File: config.mk
export PLATFORM = sky130hd
export DESIGN_NAME = mem_port_arbiter
export DESIGN_NICKNAME = d
export VERILOG_FILES = /design/src/rtl/mem_port_arbiter_pkg.sv /design/src/rtl/rr_arbiter2.sv /design/src/rtl/mem_port_arbiter.sv
export SDC_FILE = /design/constraint.sdc
export NUM_CORES = 1
export LEC_CHECK = 0
export BUFFER_PORTS_ARGS = -buffer_cell sky130_fd_sc_hd__buf_2
export CORE_ASPECT_RATIO = 0.8
export CORE_MARGIN = 4
export CORE_UTILIZATION = 50
export DETAILED_ROUTE_END_ITERATION = 6
export PLACE_DENSITY = 0.85
export SYNTH_ARGS = -nofsm -noshare
export SYNTH_HDL_FRONTEND = slang
export SYNTH_HIERARCHICAL = 1
export SYNTH_SLANG_ARGS = --single-unit
export TNS_END_PERCENT = 50
File: constraint.sdc
create_clock -name clk -period 2.5 [get_ports clk]
set_clock_uncertainty 0.1 [all_clocks]
set_input_delay 0.375 -clock clk [delete_from_list [all_inputs] [get_ports clk]]
set_output_delay 0.375 -clock clk [all_outputs]
set_load 0.01 [all_outputs]
File: src/rtl/mem_port_arbiter_pkg.sv
// Shared definitions for the port-A arbiter/sequencer.
//   state_e      : sequencer state encoding
//   IoWindowBit  : lowest address bit that selects the memory-mapped IO window
//   RdLatency*   : supported range of memory read latency
package mem_port_arbiter_pkg;

  typedef enum logic [1:0] {
    StIdle  = 2'd0,
    StIssue = 2'd1,
    StWait  = 2'd2,
    StDone  = 2'd3
  } state_e;

  // Addresses with any bit at or above this one fall in the IO window. They are
  // forwarded untouched; IO decode lives downstream of the port.
  localparam int unsigned IoWindowBit = 9;

  localparam int unsigned RdLatencyMin = 1;
  localparam int unsigned RdLatencyMax = 3;

endpackage

File: src/rtl/rr_arbiter2.sv
// Two-way round-robin pick, purely combinational.
//   req0, req1 : pending requests
//   last_owner : requester granted most recently
//   valid      : at least one request pending
//   owner      : chosen requester (0 or 1), meaningful only when valid
module rr_arbiter2 (
  input  logic req0,
  input  logic req1,
  input  logic last_owner,
  output logic valid,
  output logic owner
);

  always_comb begin
    valid = req0 | req1;
    // On a tie, hand the port to whoever did not have it last.
    if (req0 && req1) begin
      owner = ~last_owner;
    end else begin
      owner = req1;
    end
  end

endmodule

File: src/rtl/mem_port_arbiter.sv
// Arbiter and access sequencer for memory port A, shared by the CPU load/store
// unit (requester 0) and the display/IO fetch engine (requester 1).
//   clk, reset            : clock, synchronous active-low reset
//   reqN/weN/addrN/wdataN : requester N access (held until doneN)
//   gntN                  : requester N owns the port (issue, wait, done)
//   doneN                 : one-cycle completion pulse; rdataN valid with it
//   mem_addr/mem_wdata/mem_write : to port A, stable through the issue cycle
//   mem_rdata             : from port A, valid RD_LATENCY cycles after issue
module mem_port_arbiter
  import mem_port_arbiter_pkg::*;
#(
  parameter int unsigned DATA_WIDTH = 16,
  parameter int unsigned ADDR_WIDTH = 16,
  parameter int unsigned RD_LATENCY = 1
) (
  input  logic                  clk,
  input  logic                  reset,
  input  logic                  req0,
  input  logic                  we0,
  input  logic [ADDR_WIDTH-1:0] addr0,
  input  logic [DATA_WIDTH-1:0] wdata0,
  output logic                  gnt0,
  output logic                  done0,
  output logic [DATA_WIDTH-1:0] rdata0,
  input  logic                  req1,
  input  logic                  we1,
  input  logic [ADDR_WIDTH-1:0] addr1,
  input  logic [DATA_WIDTH-1:0] wdata1,
  output logic                  gnt1,
  output logic                  done1,
  output logic [DATA_WIDTH-1:0] rdata1,
  output logic [ADDR_WIDTH-1:0] mem_addr,
  output logic [DATA_WIDTH-1:0] mem_wdata,
  output logic                  mem_write,
  input  logic [DATA_WIDTH-1:0] mem_rdata
);

  // Out-of-range latencies are clamped to the nearest supported value.
  localparam int unsigned RdLat = (RD_LATENCY < RdLatencyMin) ? RdLatencyMin :
                                  (RD_LATENCY > RdLatencyMax) ? RdLatencyMax : RD_LATENCY;
  localparam logic [1:0]  WaitInit = 2'(RdLat - 1);

  state_e                state_q;
  logic                  owner_q;
  logic                  last_owner_q;
  logic [1:0]            wait_cnt_q;
  logic [ADDR_WIDTH-1:0] mem_addr_q;
  logic [DATA_WIDTH-1:0] mem_wdata_q;
  logic                  mem_write_q;
  logic                  gnt0_q, gnt1_q;
  logic                  done0_q, done1_q;
  logic [DATA_WIDTH-1:0] rdata0_q, rdata1_q;

  logic arb_valid;
  logic arb_owner;

  rr_arbiter2 u_rr_arbiter2 (
    .req0       (req0),
    .req1       (req1),
    .last_owner (last_owner_q),
    .valid      (arb_valid),
    .owner      (arb_owner)
  );

  always_ff @(posedge clk) begin
    if (!reset) begin
      state_q      <= StIdle;
      owner_q      <= 1'b0;
      last_owner_q <= 1'b1;  // gives requester 0 the first tie
      wait_cnt_q   <= 2'd0;
      mem_addr_q   <= '0;
      mem_wdata_q  <= '0;
      mem_write_q  <= 1'b0;
      gnt0_q       <= 1'b0;
      gnt1_q       <= 1'b0;
      done0_q      <= 1'b0;
      done1_q      <= 1'b0;
      rdata0_q     <= '0;
      rdata1_q     <= '0;
    end else begin
      unique case (state_q)
        StIdle: begin
          if (arb_valid) begin
            owner_q      <= arb_owner;
            last_owner_q <= arb_owner;
            mem_addr_q   <= arb_owner ? addr1 : addr0;
            mem_wdata_q  <= arb_owner ? wdata1 : wdata0;
            mem_write_q  <= arb_owner ? we1 : we0;
            gnt0_q       <= ~arb_owner;
            gnt1_q       <= arb_owner;
            state_q      <= StIssue;
          end
        end
        StIssue: begin
          // mem_write_q still holds the owner's we for this single cycle.
          mem_write_q <= 1'b0;
          if (mem_write_q) begin
            done0_q <= ~owner_q;
            done1_q <= owner_q;
            state_q <= StDone;
          end else begin
            wait_cnt_q <= WaitInit;
            state_q    <= StWait;
          end
        end
        StWait: begin
          if (wait_cnt_q == 2'd0) begin
            if (owner_q) begin
              rdata1_q <= mem_rdata;
              done1_q  <= 1'b1;
            end else begin
              rdata0_q <= mem_rdata;
              done0_q  <= 1'b1;
            end
            state_q <= StDone;
          end else begin
            wait_cnt_q <= wait_cnt_q - 2'd1;
          end
        end
        StDone: begin
          done0_q <= 1'b0;
          done1_q <= 1'b0;
          gnt0_q  <= 1'b0;
          gnt1_q  <= 1'b0;
          state_q <= StIdle;
        end
        default: state_q <= StIdle;
      endcase
    end
  end

  assign gnt0      = gnt0_q;
  assign gnt1      = gnt1_q;
  assign done0     = done0_q;
  assign done1     = done1_q;
  assign rdata0    = rdata0_q;
  assign rdata1    = rdata1_q;
  assign mem_addr  = mem_addr_q;
  assign mem_wdata = mem_wdata_q;
  assign mem_write = mem_write_q;

endmodule
==> flow_summary.json <==
{
  "outcome": "completed",
  "criticalPathCategory": "flop to flop",
  "worstSkewPairLatency_ps": 340,
  "synth.area.top_cells": "dfxtp_1, a211oi_2, mux2i_1",
  "antenna_cells": 0,
  "layout.nets": 598,
  "io_pins": 155,
  "fillers": 537,
  "syn_avg_cell_area_um2": 9.249,
  "powerDensity_nw_per_um2": 1053,
  "routabilityCongestion": 0.8425,
  "cts-root-buf": "clkbuf_8",
  "cts_tree": "built",
  "rows": 26,
  "synth_warnings": 6,
  "drive_above_1_share": 0.4051,
  "dieArea_um2": 8138,
  "clkTransAtPathRegs_ps": 80,
  "antenna_found_initial": 0,
  "grt-ovfl-total": 0,
  "yosysUniqueCellTypes": 36,
  "cp_max_fo": 36,
  "wl_um": 8393,
  "syn_inst": 365,
  "max_freq_mhz": 502.5,
  "h-tree-depth": 3,
  "fp.dieW_um": 99.87,
  "synth_area_leader_cell": "dfxtp_1",
  "hold_class": "input port to flop",
  "drc": 0,
  "cp-start-kind": "flop",
  "drtAntennaViolNets": 0,
  "synth_edf_count": 0,
  "first_global_vias": 2938,
  "clock-sinks": 75,
  "finalPower_mw": 4.579,
  "vias": 3041,
  "ys.flop_type": "dfxtp_1",
  "async_flop_share": 0,
  "hold_viol": 0,
  "cts_hold_buf": 0,
  "synth_common_cells": "dfxtp_1, nand2_1, a21oi_1",
  "leakage_nw": 1.959,
  "synth_seq_cells": 75,
  "initial_core_util": 0.5215,
  "tightest_slew_ps": 647.7,
  "r2r_slack_ps": 510,
  "rsz0062_at_grt": "no",
  "cap_viol_max_count": 0,
  "slew_viol_final": 0,
  "period_needed_ps": 1990,
  "synth.most_common_cell": "dfxtp_1",
  "fin_crit_sh": 0.7960,
  "cp-end-kind": "flop",
  "seq_area_frac_synth": 0.4448,
  "hpwl_um": 6444,
  "required_ps": 2660,
  "synth_top_area_frac": 0.4448,
  "ir_worst_vdd_mv": 0.4637,
  "syn2layout_area_growth_pct": 28.87,
  "relSlewSlack": 0.5670,
  "setup_viol": 0,
  "numCtsBuffers": 9,
  "coreArea_um2": 6474,
  "io_buffers": 154,
  "cts_setup_buffers": 0,
  "clockBufferDepth": 2,
  "grt_pass1_wl_um": 13330,
  "vias_per_cell": 5.111,
  "grt_max_degree": 44,
  "synthesis.nets": 457,
  "cts.repair.resized": 0,
  "die_height_um": 81.49,
  "firstDrtPassIters": 5,
  "netlist_area_um2": 3376,
  "grtUsageTotal": 0.2057,
  "arrival_ps": 2150,
  "tns_ps": 0,
  "routedWlPerCell_um": 14.11,
  "whs_ps": 176.8,
  "drt_iter0_drc": 127
}
## stage by stage
| stage | area (µm²) | util | instances | setup slack (ps) |
|---|---|---|---|---|
| 6_report | 4350 | 0.6720 | 595 | 510.0 |
| 5_1_grt | 4350 | 0.6720 | 595 | 255.8 |
| 4_1_cts | 4350 | 0.6720 | 595 | 512.5 |
| 3_5_place_dp | 4148 | 0.6407 | 579 | 503.0 |
| 3_3_place_gp | 4148 | 0.6407 | 579 | 610.9 |
| 2_1_floorplan | 3376 | - | 365 | 906.9 |
## path summary, 6_finish.rpt
kind                                    start            to  depth (start not counted)
worst max-delay path               state_q[0]  mem_addr[13]                          6
worst min-delay path            mem_rdata[15]    rdata0[15]                          3
worst max register to register     state_q[0]  mem_addr[13]                          6
worst min register to register     rdata0[15]    rdata0[15]                          2
## power by group
part	total, mW	switching (mW)	internal [mW]
clock network	0.931	0.439	0.492
logic	1.93	1.13	0.799
registers	1.72	0.191	1.53
total	4.58	1.76	2.82
## state kept, by name, summed over array words and instances (netlist names)
name and cells:
mem_wdata 16, last_owner_q 1, wait_cnt_q 2, gnt0 1, state_q 2, rdata1 16, owner_q 1, gnt1 1
mem_write 1, done0 1, done1 1, rdata0 16, mem_addr 16
## cell type report
type	instances	area, µm²	area share
multi-input combinational	255	1677	0.3854
sequential	75	1501	0.3451
timing repair buffer	158	838.3	0.1927
clock buffer	11	141.4	0.03250
tap	84	105.1	0.02416
clock inverter	5	61.31	0.01409
inverter	7	26.28	0.006040
## layout by cell type, fill, tap and decap left out, types with 2 or more instances in the layout
cell / synthesis / final
nor2b_1: 4 / 4
mux2i_1: 36 / 36
clkinvlp_4: 0 / 3
buf_12: 0 / 3
ha_1: 6 / 6
nand3_1: 2 / 2
nand2_1: 73 / 73
nand2b_1: 3 / 3
clkbuf_8: 0 / 10
a211oi_1: 5 / 5
o21ai_0: 3 / 3
nor2_1: 36 / 36
a21oi_1: 39 / 39
dfxtp_1: 75 / 75
a211oi_2: 30 / 30
a32oi_1: 2 / 2
inv_1: 6 / 6
buf_2: 8 / 154
and3_1: 2 / 2
## critical path, stage by stage (launching register included)
cell and delay, ps:
dfxtp_1 350, inv_1 110, ha_1 340, and2_4 460, buf_12 270, nor2_1 80, a211oi_2 190
## cell families (layout without fill, tap and decap cells)
| family | after synthesis | in the layout | share of synthesized area |
|---|---|---|---|
| buffers and inverters | 35 | 181 | 0.06189 |
| multiplexers | 36 | 36 | 0.1067 |
| adder cells (fa/ha/maj) | 6 | 6 | 0.02224 |
| flip-flops | 75 | 75 | 0.4448 |
| AND/OR/NAND/NOR | 127 | 127 | 0.1575 |
| AO/OA/AOI/OAI | 86 | 86 | 0.2068 |
## metal layers
layer,track usage,vias to the layer above,wire [µm],part of all wire
met2,0.3728,119,4236,0.50
met3,0.06791,7,761,0.091
met4,0.04911,0,38,0.0045
met1,0.2365,1383,3357,0.40
met5,0,-,0,0
li1,-,1532,-,-
No activity file was read; power rests on OpenSTA's default activity.
